<file path="src/rtl/mux_pkg.sv">
// Shared constants and helpers for the N:1 streaming multiplexer.
package mux_pkg;

    localparam logic MODE_FIXED = 1'b0;
    localparam logic MODE_RR    = 1'b1;

    localparam int MUX_MAX_CH = 16;

    function automatic int clog2(input int value);
        int result;
        result = 0;
        for (int i = 0; i < 32; i++) begin
            if ((1 << result) < value) begin
                result = result + 1;
            end
        end
        return result;
    endfunction

endpackage

</file>
<file path="src/rtl/rr_arbiter_n.sv">
// Rotate-priority encoder: grants the first request at or above the pointer,
// wrapping from NUM_CH-1 back to 0. Purely combinational; pointer lives in the parent.
module rr_arbiter_n
    import mux_pkg::*;
#(
    parameter int NUM_CH = 4,
    parameter int SEL_W  = clog2(NUM_CH)
) (
    input  logic [NUM_CH-1:0] request,
    input  logic [SEL_W-1:0]  pointer,
    output logic [NUM_CH-1:0] grant,
    output logic [SEL_W-1:0]  grant_idx
);

    logic [2*NUM_CH-1:0] doubled;
    logic [NUM_CH-1:0]   rotated;
    int                  offset;
    int                  winner;

    // Rotating a doubled copy puts the pointer channel at bit 0, so the lowest
    // set bit of the rotated vector is the nearest request at or above the pointer.
    always_comb begin
        doubled   = {request, request} >> pointer;
        rotated   = doubled[NUM_CH-1:0];
        offset    = -1;
        winner    = 0;
        grant     = '0;
        grant_idx = '0;
        for (int k = NUM_CH - 1; k >= 0; k--) begin
            if (rotated[k]) begin
                offset = k;
            end
        end
        if (offset >= 0) begin
            winner = (int'(pointer) + offset) % NUM_CH;
            for (int i = 0; i < NUM_CH; i++) begin
                if (i == winner) begin
                    grant[i]  = 1'b1;
                    grant_idx = SEL_W'(i);
                end
            end
        end
    end

endmodule

</file>
<file path="src/rtl/mux_n_1_stream.sv">
// N:1 stream multiplexer with valid/ready per channel, fixed or round-robin select, one output register.
// Optional MUX_TRISTATE_OUT_EN: MUX_Data_Out floats to Z while Enable_In is low.
module mux_n_1_stream
    import mux_pkg::*;
#(
    parameter int NUM_CH = 4,
    parameter int DATA_W = 8,
    parameter int SEL_W  = clog2(NUM_CH)
) (
    input  logic                     Clock_In,
    input  logic                     Reset_In,
    input  logic                     Enable_In,
    input  logic                     Mode_In,
    input  logic [SEL_W-1:0]         Select_In,
    input  logic [NUM_CH*DATA_W-1:0] Data_In,
    input  logic [NUM_CH-1:0]        Valid_In,
    output logic [NUM_CH-1:0]        Ready_Out,
    output logic [DATA_W-1:0]        MUX_Data_Out,
    output logic                     MUX_Valid_Out,
    input  logic                     MUX_Ready_In,
    output logic [SEL_W-1:0]         Grant_Out
);

    logic [DATA_W-1:0] data_q;
    logic              valid_q;
    logic [SEL_W-1:0]  grant_q;
    logic [SEL_W-1:0]  rr_ptr_q;

    logic [NUM_CH-1:0] rr_grant;
    logic [SEL_W-1:0]  rr_idx;
    logic [NUM_CH-1:0] fixed_onehot;
    logic [NUM_CH-1:0] cand_onehot;
    logic [SEL_W-1:0]  cand_idx;
    logic [DATA_W-1:0] cand_data;
    logic              mode_is_rr;
    logic              stage_free;
    logic              xfer_in;
    logic              xfer_out;
    logic [SEL_W-1:0]  rr_ptr_next;

    rr_arbiter_n #(
        .NUM_CH (NUM_CH),
        .SEL_W  (SEL_W)
    ) u_arbiter (
        .request   (Valid_In),
        .pointer   (rr_ptr_q),
        .grant     (rr_grant),
        .grant_idx (rr_idx)
    );

    assign mode_is_rr = (Mode_In == MODE_RR);
    assign stage_free = !valid_q || MUX_Ready_In;
    assign xfer_out   = valid_q && MUX_Ready_In;

    // An out-of-range fixed select matches no bit, which leaves no candidate.
    always_comb begin
        fixed_onehot = '0;
        for (int i = 0; i < NUM_CH; i++) begin
            if (32'(Select_In) == i) begin
                fixed_onehot[i] = 1'b1;
            end
        end
    end

    assign cand_onehot = mode_is_rr ? rr_grant : fixed_onehot;
    assign cand_idx    = mode_is_rr ? rr_idx : Select_In;
    assign Ready_Out   = (Enable_In && stage_free) ? cand_onehot : '0;
    assign xfer_in     = |(Valid_In & Ready_Out);

    always_comb begin
        cand_data = '0;
        for (int i = 0; i < NUM_CH; i++) begin
            if (cand_onehot[i]) begin
                cand_data = Data_In[i*DATA_W +: DATA_W];
            end
        end
    end

    assign rr_ptr_next = (cand_idx == SEL_W'(NUM_CH - 1)) ? '0 : cand_idx + 1'b1;

    // A new beat takes priority over draining, giving one beat per cycle under flow.
    always_ff @(posedge Clock_In or posedge Reset_In) begin
        if (Reset_In) begin
            data_q   <= '0;
            valid_q  <= 1'b0;
            grant_q  <= '0;
            rr_ptr_q <= '0;
        end else if (xfer_in) begin
            data_q  <= cand_data;
            valid_q <= 1'b1;
            grant_q <= cand_idx;
            if (mode_is_rr) begin
                rr_ptr_q <= rr_ptr_next;
            end
        end else if (xfer_out) begin
            valid_q <= 1'b0;
        end
    end

    assign MUX_Valid_Out = valid_q;
    assign Grant_Out     = grant_q;

`ifdef MUX_TRISTATE_OUT_EN
    assign MUX_Data_Out = Enable_In ? data_q : {DATA_W{1'bz}};
`else
    assign MUX_Data_Out = data_q;
`endif

endmodule

</file>
<file path="config.mk">
export PLATFORM = sky130hd
export DESIGN_NAME = mux_n_1_stream
export DESIGN_NICKNAME = d
export VERILOG_FILES = /design/src/rtl/mux_pkg.sv /design/src/rtl/rr_arbiter_n.sv /design/src/rtl/mux_n_1_stream.sv
export SDC_FILE = /design/constraint.sdc
export NUM_CORES = 1
export LEC_CHECK = 0
export ABC_AREA = 1
export CAP_MARGIN = 5
export CORE_AREA = 2 2 55 57
export CTS_BUF_LIST = sky130_fd_sc_hd__clkbuf_16
export DETAILED_ROUTE_END_ITERATION = 8
export DIE_AREA = 0 0 57 59
export PLACE_DENSITY = 0.82
export SYNTH_ARGS = -nofsm -noshare
export SYNTH_HDL_FRONTEND = slang
export SYNTH_SLANG_ARGS = --single-unit
</file>
<file path="constraint.sdc">
create_clock -name Clock_In -period 6.4 [get_ports Clock_In]
set_input_delay 1.92 -clock Clock_In [delete_from_list [all_inputs] [get_ports Clock_In]]
set_output_delay 1.92 -clock Clock_In [all_outputs]
set_load 0.005 [all_outputs]
</file>
-- Yosys cells after proc, flatten, opt, wreduce, memory -nomap -nowiden
Index checks and enable logic that the tools add are counted.
- multiplexer cells: 27
- $add $sub $neg: 2
- shifts and indexed selects: 1
- reduce and logical (&&, ||, !) cells: 10
- bitwise gates (word level): 2
- equality and inequality tests: 7
- order comparisons: 1
- operators by type and width (kind ; number):
    $mux W32 ; 4
    $add A3 B32 Y32 ; 1
    $ge A32 B1 Y1 const B ; 1
    $logic_not A32 Y1 ; 1
    $mux W8 ; 4
    $mux W4 ; 3
    $mux W1 ; 11
    $mux W2 ; 5
    $shr A8 B2 Y4 ; 1
    $eq A2 B2 Y1 const B ; 3
    $eq A3 B3 Y1 const A ; 2
    $and A4 B4 Y4 ; 1
    $reduce_or A4 Y1 ; 1
    $eq A2 B3 Y1 const A ; 1
    $add A2 B1 Y2 const B ; 1
    $eq A2 B1 Y1 const B ; 1
    $logic_and A1 B1 Y1 ; 2
    $logic_not A2 Y1 ; 1
    $reduce_and A2 Y1 ; 1
    $reduce_bool A2 Y1 ; 1
    $reduce_or A2 Y1 ; 1
    $and A1 B1 Y1 ; 1
    $logic_not A1 Y1 ; 1
    $logic_or A1 B1 Y1 ; 1
- register bits after elaboration: 13
- input bits: 43

-- Longest topological paths before layout
- word-level depth: 16
- gate-level depth with buffers: 18

-- Modules after synthesis
Synthesis repeated with hierarchy kept, for this count alone.
- cell total of the unflattened synthesis: 208
- area, all modules: 1287.5 um^2
- modules (own cells, without submodules) (module ; area an instance (um^2) ; seq. area each (um^2) ; times used ; cells each):
    mux_n_1_stream ; 1092.3 ; 325.3 ; 1 ; 167
    rr_arbiter_n ; 195.2 ; 0.0 ; 1 ; 41

-- Least setup slack after synthesis
No wires, ideal clock.
- kind: input to output
- start point: in Valid_In[3]
- end point: out Ready_Out[0]
- data arrival time: 3615 ps
- stages on the path: 13
- path slack: 865 ps
- cell sequence: nand2_1 > nand2_2 > o21a_1 > inv_1 > nand2_1 > inv_1 > ha_1 > xnor2_1 > and2_1 > nand2_2 > a21boi_2 > inv_1 > nor2_1
- word-level cells in the longest chain between the ends: 12
- elaborated cells between the ends (all ways): 14
- classes of those cells: add/sub: 1; order compare: 1; shift: 1; mux: 8; bitwise: 1; reduce/logical: 2
- RTL lines (what ; line ; RTL):
    start: declaration ; mux_n_1_stream.sv:16 ; input logic [NUM_CH-1:0] Valid_In,
    $shr A8 B2 Y4 * ; rr_arbiter_n.sv:23 ; doubled = {request, request} >> pointer;
    $mux W32 (3 in series) ; rr_arbiter_n.sv:30 ; if (rotated[k]) begin
    $mux W32 * ; rr_arbiter_n.sv:30 ;
    $add A3 B32 Y32 or $reduce_or A2 Y1 (tied branches) ; n/a ;
    $and A1 B1 Y1 (no source line) ; n/a ;
    $logic_not A32 Y1 ; rr_arbiter_n.sv:37 ; if (i == winner) begin
    $mux W1 ; rr_arbiter_n.sv:37 ;
    $mux W4 * ; rr_arbiter_n.sv:34 ; if (offset >= 0) begin
    $mux W4 * ; mux_n_1_stream.sv:65 ; assign cand_onehot = mode_is_rr ? rr_grant : fixed_onehot;
    $mux W4 * ; mux_n_1_stream.sv:67 ; assign Ready_Out = (Enable_In && stage_free) ? cand_onehot : '0;
    end: declaration ; mux_n_1_stream.sv:17 ; output logic [NUM_CH-1:0] Ready_Out,
Mark *: on every way between the ends. The rest lies on a longest branch, timed or not.

-- Final worst setup path
- start point: in Valid_In[1]
- end point: out Ready_Out[1]
- word-level cells in the longest chain between the ends: 12
- elaborated cells between the ends (all ways): 14
- classes of those cells: add/sub: 1; order compare: 1; eq/ne: 1; shift: 1; mux: 8; bitwise: 1; reduce/logical: 1
- RTL lines (what ; line):
    $shr A8 B2 Y4 * ; rr_arbiter_n.sv:23
    $mux W32 (3 in series) ; rr_arbiter_n.sv:30
    $mux W32 * ; rr_arbiter_n.sv:30
    $add A3 B32 Y32 or $reduce_or A2 Y1 (tied branches) ; n/a
    $and A1 B1 Y1 (no source line) ; n/a
    $eq A2 B3 Y1 ; rr_arbiter_n.sv:37
    $mux W1 ; rr_arbiter_n.sv:37
    $mux W4 * ; rr_arbiter_n.sv:34
    $mux W4 * ; mux_n_1_stream.sv:65
    $mux W4 * ; mux_n_1_stream.sv:67
Marked as above.

==> flow_summary_export.csv <==
group,metric,value,unit
power,power_density,440,nW/µm²
timing,worst_slack,171,ps
timing,hold_violations,0,
layout,layout_common_cells,"nand2_1, clkdlybuf4s50_1, inv_1, dfrtp_1, nand4_1",
place,dpl_worst_slack,73.2,ps
layout,drive_gt1_frac,0.152,
timing,drv_slew,0,
detailed_routing,drc,0,
place,placed_cells,257,
synth,syn_area,1120,µm²
critical_path,critical_path_peak_fanout,3,
critical_path,crit_family,"buffers and inverters",
timing,fin_crit,6230,ps
timing,fin_crit_sh,0.973,
synth,yosysWarnings,0,
clock_network,cts.sinks,13,
detailed_routing,routed_via_density,5.02,
critical_path,cp.arrival,4310,ps
synth,synth-seq-area-share,0.291,
die,dieArea,3360,µm²
clock_network,h-tree-depth,1,
worst_hold_path,min_path_type,"register to register",
place,place_area,1750,µm²
detailed_routing,drt-total-wl,3060,µm
die,ios,58,
layout,utilization,0.684,
layout,syn2layout_area_growth,66.0,%
grt,grt_max_degree,14,
detailed_routing,firstDrtPassIters,4,
synth,synth_cell_types,23,
clock_network,path_clk_slew,50,ps
power,leakagePower,0.932,nW
flow_run,maxCapViolations,0,
critical_path,cp-start-kind,"primary input",
clock_network,clock_tree.root_cell,"clkbuf_16",
layout,layoutNonFillerInstCount,262,
critical_path,path_cells,"clkdlybuf4s50_1 > nand2_1 > nand3_1 > o21a_1 > inv_1 > nand2_1 > inv_1 > ha_1 > xnor2_2 > buf_4 > nand3_4 > nand2_4 > inv_1 > nor2_1 > clkdlybuf4s50_1",
synth,syn_nets,211,
clock_network,cts_buffer_depth,2,
layout,final_common_cell,"nand2_1",
layout,num-nets-final,277,
synth,syn_inst,166,
layout,antenna_cells,0,
die,dieWidth,57,µm
timing,max_freq,161,MHz
critical_path,cp.required,4480,ps
status,status,"finished, final reports clean",
synth,synth-seq-cells,13,
timing,whs,468,ps
die,initial_utilization,0.412,
detailed_routing,vias,1315,
clock_network,cts_tree,"built",
place,dpl.hpwl,2480,µm
place,gp_congestion,0.835,
critical_path,worst_path_most_repeated_cell,"inv_1",
critical_path,critPathSlowestCell,"clkdlybuf4s50_1",
detailed_routing,ant_nets,0,
clock_network,clock_latency,240,ps
timing,clock_skew,4.57,ps
critical_path,critPathKind,"primary input to output pin",
power,irDropWorstVdd,334,µV
detailed_routing,dr.first_iter.drc_count,22,
synth,syn_avg_cell_area,6.73,µm²
timing,tightest_slew,650,ps
grt,grt_pass1_vias,1338,
die,die_h,59,µm
critical_path,crit_path_end_kind,"output pin",
place,port_buffers,57,
die,core-area,2710,µm²
timing,timing.slew.headroom,0.562,
grt,grt_pass1_wl,5330,µm
clock_network,numCtsBuffers,3,
detailed_routing,drt-wirelength-per-cell,11.7,µm
critical_path,cp_num_buf_inv,6,
layout,design_area,1850,µm²
timing,finalSetupViolCount,0,
grt,grtUsageTotal,0.200,
grt,grt_antenna_before_repair,0,
die,num_rows,19,
grt,overflow,0,
critical_path,crit_path_max_incr_delay,520,ps
[worst reg2reg max path, cell delays in order, from the launching register on]
cell	delay, ps
dfrtp_1	450
inv_2	110
nand2_2	60
nand3_1	70
o21a_1	140
inv_1	50
nand2_1	50
inv_1	40
ha_1	300
xnor2_2	150
buf_4	150
buf_4	130
nor2_2	120
nand2_4	60
nand2_4	50
buf_4	170
nand3_2	90
nand2_4	100
inv_2	50
nand2_4	120
nand3_1	100
nand2_1	80
[cell usage after synthesis]
library cell	number	share of area
nand2_1	78	0.26
inv_1	15	0.050
dfrtp_1	13	0.29
nand4_1	9	0.050
nand2_4	7	0.071
nand2_2	6	0.034
nand3_1	6	0.027
nor2_1	6	0.020
o21ai_0	4	0.018
nor2_4	3	0.030
a21oi_1	2	0.0090
ha_1	2	0.022
inv_2	2	0.0067
nand3_2	2	0.018
nand3_4	2	0.031
o21ai_1	2	0.0090
a21boi_2	1	0.010
and2_1	1	0.0056
buf_2	1	0.0045
buf_6	1	0.010
o21a_1	1	0.0067
o22ai_1	1	0.0056
xnor2_1	1	0.0078
[layout make-up]
cell class | count | area (µm²)
inverter | 17 | 63.8
sequential | 13 | 325
multi-input combinational | 134 | 724
clock buffer | 3 | 75.1
timing repair buffer | 63 | 623
fill | 252 | 856
tap | 31 | 38.8
clock inverter | 1 | 3.75
[worst paths after layout]
path,to,slack [ps],startpoint,cells after the start
hold / removal,Grant_Out[1],470,Grant_Out[1],2
setup / recovery,Ready_Out[1],170,Valid_In[1],15
min in group asynchronous,Grant_Out[1],1990,Reset_In,2
max in group asynchronous,MUX_Data_Out[6],4080,Reset_In,2
setup reg to reg,rr_ptr_q[1],3690,rr_ptr_q[0],21
hold reg to reg,Grant_Out[1],470,Grant_Out[1],2
[flip-flops by register name, summed over array words and instances (netlist names)]
signal	flops
MUX_Data_Out	8
Grant_Out	2
rr_ptr_q	2
MUX_Valid_Out	1
[per-layer routing]
metal,global-route usage,up-vias,share of wire
li1,-,658,-
met1,0.216,610,0.39
met2,0.384,45,0.53
met3,0.0546,2,0.065
met4,0.0498,0,0.0075
met5,0,-,0
[metrics by stage]
step	TNS, ps	power (W)
after floorplan	0	0.000473
after global placement	0	0.000662
after detailed placement	0	0.000671
after CTS	0	0.000791
after global routing	-1.92	0.000897
final	0	0.000816
[cell families after synthesis]
family	share of synthesized area
AND/OR/NAND/NOR	0.549
buffers and inverters	0.0717
flip-flops	0.291
AO/OA/AOI/OAI	0.0582
XOR/XNOR	0.00784
adder cells (fa/ha/maj)	0.0224
[report_power, final]
group / internal [W] / switching [W] / total, W
clock network: 0.0000825 / 0.0000349 / 0.000117
logic: 0.000261 / 0.000290 / 0.000551
registers: 0.000121 / 0.0000265 / 0.000147
[repair_timing]
action | CTS | global route
buffers inserted | 0 | 1
hold buffers | 0 | 0
hold endpoints to repair | 0 | 0
endpoints found under the setup margin | 0 | 4
resized for setup | 0 | 7
Power figures use the tool's default switching activity.
